[src/rtl/fetch_stage.sv]
// Instruction-fetch stage: owns the PC, addresses the combinational ROM and fills the IF/ID register.
// Optional range/alignment fault checking is enabled with `define FETCH_BOUND_CHECK_EN.
module fetch_stage #(
  parameter logic [31:0] RESET_PC = 32'h0000_0000,
  parameter int unsigned ROM_AW   = 5
) (
  input  logic              clk,
  input  logic              reset,
  output logic [ROM_AW-1:0] rom_addr,
  input  logic [31:0]       rom_instr,
  input  logic              redirect_valid,
  input  logic [31:0]       redirect_pc,
  input  logic              id_ready,
  output logic              if_valid,
  output logic [31:0]       if_instr,
  output logic [31:0]       if_pc,
  output logic [31:0]       if_pc_plus4,
  output logic              fetch_fault
);

  logic [31:0] pc;
  logic [31:0] pc_next_seq;
  logic        load;

  assign rom_addr    = pc[ROM_AW+1:2];
  assign pc_next_seq = pc + 32'd4;
  assign load        = !if_valid || id_ready;

`ifdef FETCH_BOUND_CHECK_EN
  logic fault_q;
  logic bad_pc;

  // Anything beyond the ROM or not word aligned is a fault, not a silent wrap.
  assign bad_pc      = (|pc[31:ROM_AW+2]) || (|pc[1:0]);
  assign fetch_fault = fault_q;

  always_ff @(posedge clk) begin
    if (reset) begin
      pc          <= RESET_PC;
      if_valid    <= 1'b0;
      if_instr    <= '0;
      if_pc       <= '0;
      if_pc_plus4 <= '0;
      fault_q     <= 1'b0;
    end else if (redirect_valid) begin
      pc       <= redirect_pc;
      if_valid <= 1'b0;
      fault_q  <= 1'b0;
    end else if (load) begin
      if_pc       <= pc;
      if_pc_plus4 <= pc_next_seq;
      if_valid    <= 1'b1;
      if (bad_pc) begin
        // PC stays frozen on the faulting address, so later loads repeat the NOP.
        if_instr <= '0;
        fault_q  <= 1'b1;
      end else begin
        if_instr <= rom_instr;
        pc       <= pc_next_seq;
      end
    end
  end
`else
  assign fetch_fault = 1'b0;

  always_ff @(posedge clk) begin
    if (reset) begin
      pc          <= RESET_PC;
      if_valid    <= 1'b0;
      if_instr    <= '0;
      if_pc       <= '0;
      if_pc_plus4 <= '0;
    end else if (redirect_valid) begin
      pc       <= redirect_pc;
      if_valid <= 1'b0;
    end else if (load) begin
      if_instr    <= rom_instr;
      if_pc       <= pc;
      if_pc_plus4 <= pc_next_seq;
      if_valid    <= 1'b1;
      pc          <= pc_next_seq;
    end
  end
`endif

endmodule

[config.mk]
export PLATFORM = sky130hd
export DESIGN_NAME = fetch_stage
export DESIGN_NICKNAME = d
export VERILOG_FILES = /design/src/rtl/fetch_stage.sv
export SDC_FILE = /design/constraint.sdc
export NUM_CORES = 1
export LEC_CHECK = 0
export BUFFER_PORTS_ARGS = -buffer_cell sky130_fd_sc_hd__buf_2
export CAP_MARGIN = 5
export CORE_MARGIN = 3
export CORE_UTILIZATION = 30
export CTS_BUF_LIST = sky130_fd_sc_hd__clkbuf_8
export CTS_CLUSTER_SIZE = 16
export DETAILED_ROUTE_END_ITERATION = 8
export GPL_ROUTABILITY_DRIVEN = 0
export HOLD_SLACK_MARGIN = 0.06
export SLEW_MARGIN = 20
export SYNTH_ARGS = -nofsm -noshare
export SYNTH_HDL_FRONTEND = slang
export SYNTH_SLANG_ARGS = --single-unit
export TNS_END_PERCENT = 5
[constraint.sdc]
create_clock -name clk -period 2.4 [get_ports clk]
set_input_delay 0.12 -clock clk [delete_from_list [all_inputs] [get_ports clk]]
set_output_delay 0.12 -clock clk [all_outputs]
set_load 0.05 [all_outputs]
After elaboration in Yosys (flattened, before gate mapping):

Cells that the tools add are included.

* output and inout port bits: 103
* register bits after elaboration: 129
* RAM bits: 0
* bits of input ports: 68
* latch bits: 0
* memory bits (read-only): 0
* word-level logic and storage cells: 14
* memories kept: 0

* muxes and demuxes: 2
* bitwise gates (word level): 1
* order comparisons: 0
* reductions and logical operators: 5
* add/subtract/negate cells: 1
* eq/ne operators: 0
* multipliers: 0
* shift-type cells: 0
* div/mod/pow operators: 0

Operators with widths (number)
* two-way mux 32 bit: 2
* adder 32 x 3 -> 32 bit, second input constant: 1
* AND reduction 2 bit: 1
* nonzero test 2 bit: 1
* OR reduction 2 bit: 1
* zero test 1 bit: 1
* logical OR 1 bit: 1
* NOT 1 bit: 1

Logic depth before layout (Yosys ltp):

* depth in word-level cells: 4
* gate-level depth with buffers: 8
* gate-level depth less buffers: 5

Least setup slack after synthesis:

No wires, ideal clock.

* path type: register to register
* start point: register pc[2]
* end point: register if_pc_plus4[20]
* stages on the path, launching flop included: 8
* path slack: 0.111 ns
* buffers on the path: 2
* data required time: 2.309 ns
* period minus slack after synthesis: 2.289 ns
* library setup time: 0.091 ns
* arrival time: 2.198 ns
* cell sequence: dfxtp_1 -> ha_1 -> nand3_4 -> or4_1 -> buf_2 -> buf_6 -> or4_1 -> a311oi_1

* word-level cells in the longest chain between the ends: 1

RTL lines
* start: declaration: line 21 `logic [31:0] pc;`
* start signal: assignment: line 74 `pc <= redirect_pc;`
* start signal: assignment: line 81 `pc <= pc_next_seq;`
* adder 32 x 3 -> 32 bit: line 26 `assign pc_next_seq = pc + 32'd4;`
* end signal: assignment: line 79 `if_pc_plus4 <= pc_next_seq;`
* end: declaration: line 17 `output logic [31:0] if_pc_plus4,`

No other way between the ends.
A chain may end at the register's enable or synchronous reset.

Final worst setup path:

* start point: register pc[2]
* end point: register pc[24]

* word-level cells in the longest chain between the ends: 3

RTL lines
* adder 32 x 3 -> 32 bit: line 26
* two-way mux 32 bit: line 76 `end else if (load) begin`
* two-way mux 32 bit: line 73 `end else if (redirect_valid) begin`

No other way between the ends. The select of a mux whose other input is x is not followed.

==> flow_summary.toml <==
[sta]
drv_slew = 0
period_minus_slack_ps = 2270
relSlewSlack_pct = 58.3
fin_skew_ps = 16.9
fin_setup_tns_ps = 0
setup_violations = 0
final_hold_viol_count = 0
rsz0062_at_grt = "false"
fin_crit_sh_pct = 94.6
finalWorstSetupSlack_ps = 130
tightest_slew_ps = 625
max_freq_mhz = 441

[yosys]
synth_commonest_cells = "nand2_1 (150), dfxtp_1 (127), a21oi_1 (72), nor2_1 (59), clkbuf_1 (48)"
synth_seq_cells = 127
async_flop_share_pct = 0
synth_top_area_share_pct = 44.9
synth_edf_count = 0
synth_nets = 784
synth_area_um2 = 5660
synth_cells = 715
seq_area_frac_synth_pct = 44.9
syn_avg_cell_area_um2 = 7.92
yosys.area.top_type = "dfxtp_1"
yosys-top-cells-area = "dfxtp_1 (45%), nand2_1 (9.9%), a21oi_1 (6.4%)"
synth_flop_cell = "dfxtp_1"
yosysWarnings = 0
ys_types = 44
yosysMostFrequentCell = "nand2_1"

[setup_path]
path_max_fanout = 25
crit_type = "flip-flop to flip-flop"
cp-end-kind = "flip-flop"
cp.arrival_ps = 2620
crit_chain = "ha_1, nand3_4, or4_1, buf_4, or4_1, a311oi_1"
worst_r2r_path_depth = 6
cpLargestDelayFamily = "simple AND/OR/NAND/NOR gates"
r2r_start = "pc[2]"
path_buf_inv = 1
required_ps = 2750
r2r_end = "pc[24]"
critPathLaunchType = "flip-flop"
crit_top_cell = "or4_1"
regToRegSetupSlack_ps = 130
slowest_stage = "or4_1"
slowest_delay_ps = 530

[final_layout]
final_nets = 994
finalNonFillerCells = 1169
nFillCells = 1870
syn_to_final_growth_pct = 38.2
drive_gt1_share_pct = 25.9

[clocking]
htree_num_levels = 4
holdBufCountCts = 62
cts_resized = 0
cts_setup_buffers = 0
clock_sinks = 127
cts_tree = "built"
clk_path_buf_depth = 2
path_clk_slew_ps = 80
clk_latency_ps = 450
cts_buffers = 17
clock-root-buffer = "clkbuf_8"

[power]
p_switching_w = 0.00166
clkPwrFrac_pct = 37.1
power_density_nw_per_um2 = 684
p_leak_nw = 3.20
seq_power_share_pct = 43.7
sw_frac_of_total_pct = 30.9
irDropWorstVdd_uv = 340
combPwrFrac_pct = 19.2
intPower_w = 0.00370

[placement]
pre_cts_ws_ps = 150
io_buffers = 169
place_hpwl_um = 12200
placed_cells = 1073

[floorplan]
io_pins = 171
core_area_um2 = 18300
rows = 49
die_w_um = 143
fp.dieArea_um2 = 20600
die_h_um = 143
start_util_pct = 31.0

[global_routing]
grt_pass1_wl_um = 29000
grtUsageTotal_pct = 17.8
antenna_found_initial = 0
grt_max_degree = 81
globalRouteOverflowTotal = 0
first_global_vias = 5413

[hold_path]
hold_end = "pc[29]"
min_from = "redirect_pc[29]"
hp-class = "primary input to flip-flop"
whs_path_depth = 5

[routing]
wl_um = 18200
drtIter0Drc = 415
post_drt_wl_per_cell_um = 15.6
drtPass1Iterations = 5
vias = 5766
ant_nets = 0
via_per_inst = 4.93
drc_errors = 0

[flow_run]
maxCapViolations = 0

[run_status]
run_status = "finished, final reports clean"
-- worst reg2reg max path, stage by stage (launching register included) --
cell and delay (ps):
dfxtp_1 340, ha_1 210, nand3_4 90, or4_1 530, buf_4 220, or4_1 530, a311oi_1 260
-- layer usage --
layer / up-vias / routed length, um / part of all wire (%) / track usage, %
li1: 2940 / - / - / -
met4: 0 / 346 / 1.9 / 6.10
met5: - / 0 / 0 / 0
met2: 181 / 8300 / 45 / 27.4
met1: 2623 / 8520 / 47 / 24.1
met3: 22 / 1080 / 5.9 / 4.76
-- sequential cells by signal, indices dropped and copies added (netlist names) --
signal	flops
pc	32
if_pc_plus4	30
if_instr	32
if_pc	32
if_valid	1
-- layout by cell type, fill, tap and decap left out, types with 2 or more instances in the layout --
cell,instances
a211o_1,2
a211oi_1,24
a21o_1,2
a21oi_1,72
a221oi_1,2
a311o_1,2
a311oi_1,23
and3_1,3
and4_1,6
buf_12,3
buf_2,168
buf_4,35
bufinv_16,3
clkbuf_8,21
clkinv_2,4
clkinvlp_4,2
dfxtp_1,127
diode_2,2
dlygate4sd3_1,62
inv_1,12
mux2i_1,2
nand2_1,149
nand2b_1,3
nand3_1,14
nand4_1,14
nor2_1,58
nor3_1,14
nor4_1,16
o2111a_1,2
o21ai_0,13
o221ai_1,2
o31a_1,2
o31ai_1,12
or3_1,12
or4_1,16
xnor2_1,17
xor2_1,5
-- power by group through the flow --
stage | logic [W] | clock network [W] | registers [W]
after floorplan | 0.000388 | 0 | 0.00267
after global placement | 0.000953 | 0 | 0.00238
after detailed placement | 0.000952 | 0 | 0.00238
after CTS | 0.00103 | 0.00206 | 0.00234
after global routing | 0.00111 | 0.00214 | 0.00236
final | 0.00103 | 0.00199 | 0.00234
-- cell families after synthesis --
| family | Yosys count | synth area share (%) |
|---|---|---|
| DFF | 127 | 44.9 |
| other | 1 | 0.0662 |
| and+or+nand+nor | 313 | 25.6 |
| xor gates and xnor gates | 22 | 3.40 |
| buffers and inverters | 88 | 6.94 |
| muxes | 2 | 0.353 |
| adders and majority gates | 1 | 0.221 |
| AOI/OAI and AO/OA | 161 | 18.5 |
-- final cells by class --
| type | count | area [um2] | share of cell area, % |
|---|---|---|---|
| tap | 229 | 287 | 3.66 |
| clock inverter | 11 | 138 | 1.76 |
| inverter | 11 | 41.3 | 0.527 |
| multi-input combinational | 500 | 2740 | 35.0 |
| sequential | 127 | 2540 | 32.5 |
| antenna | 2 | 5.00 | 0.0639 |
| timing repair buffer | 268 | 1780 | 22.8 |
| clock buffer | 21 | 289 | 3.69 |
-- how the worst max path moves through the flow --
stage               startpoint               to  slack [ps]  depth (start not counted)
finish                   pc[2]           pc[24]         130                          6
global route             pc[9]           pc[22]           5                          5
CTS                      pc[2]           pc[24]         120                          6
detailed placement       pc[2]           pc[24]         150                          6
global placement         pc[2]           pc[24]         180                          6
floorplan                pc[2]  if_pc_plus4[20]         110                          7
-- through the flow --
| step | hold WS [ps] | util, % | total power, W | area (um2) |
|---|---|---|---|---|
| 2_1_floorplan | 256 | - | 0.00306 | 5660 |
| 3_3_place_gp | 361 | 37.1 | 0.00333 | 6780 |
| 3_5_place_dp | 364 | 37.1 | 0.00334 | 6780 |
| 4_1_cts | 96.3 | 42.8 | 0.00543 | 7820 |
| 5_1_grt | 136 | 42.8 | 0.00561 | 7820 |
| 6_report | 139 | 42.8 | 0.00535 | 7830 |
(Power assumes the default switching activity.)
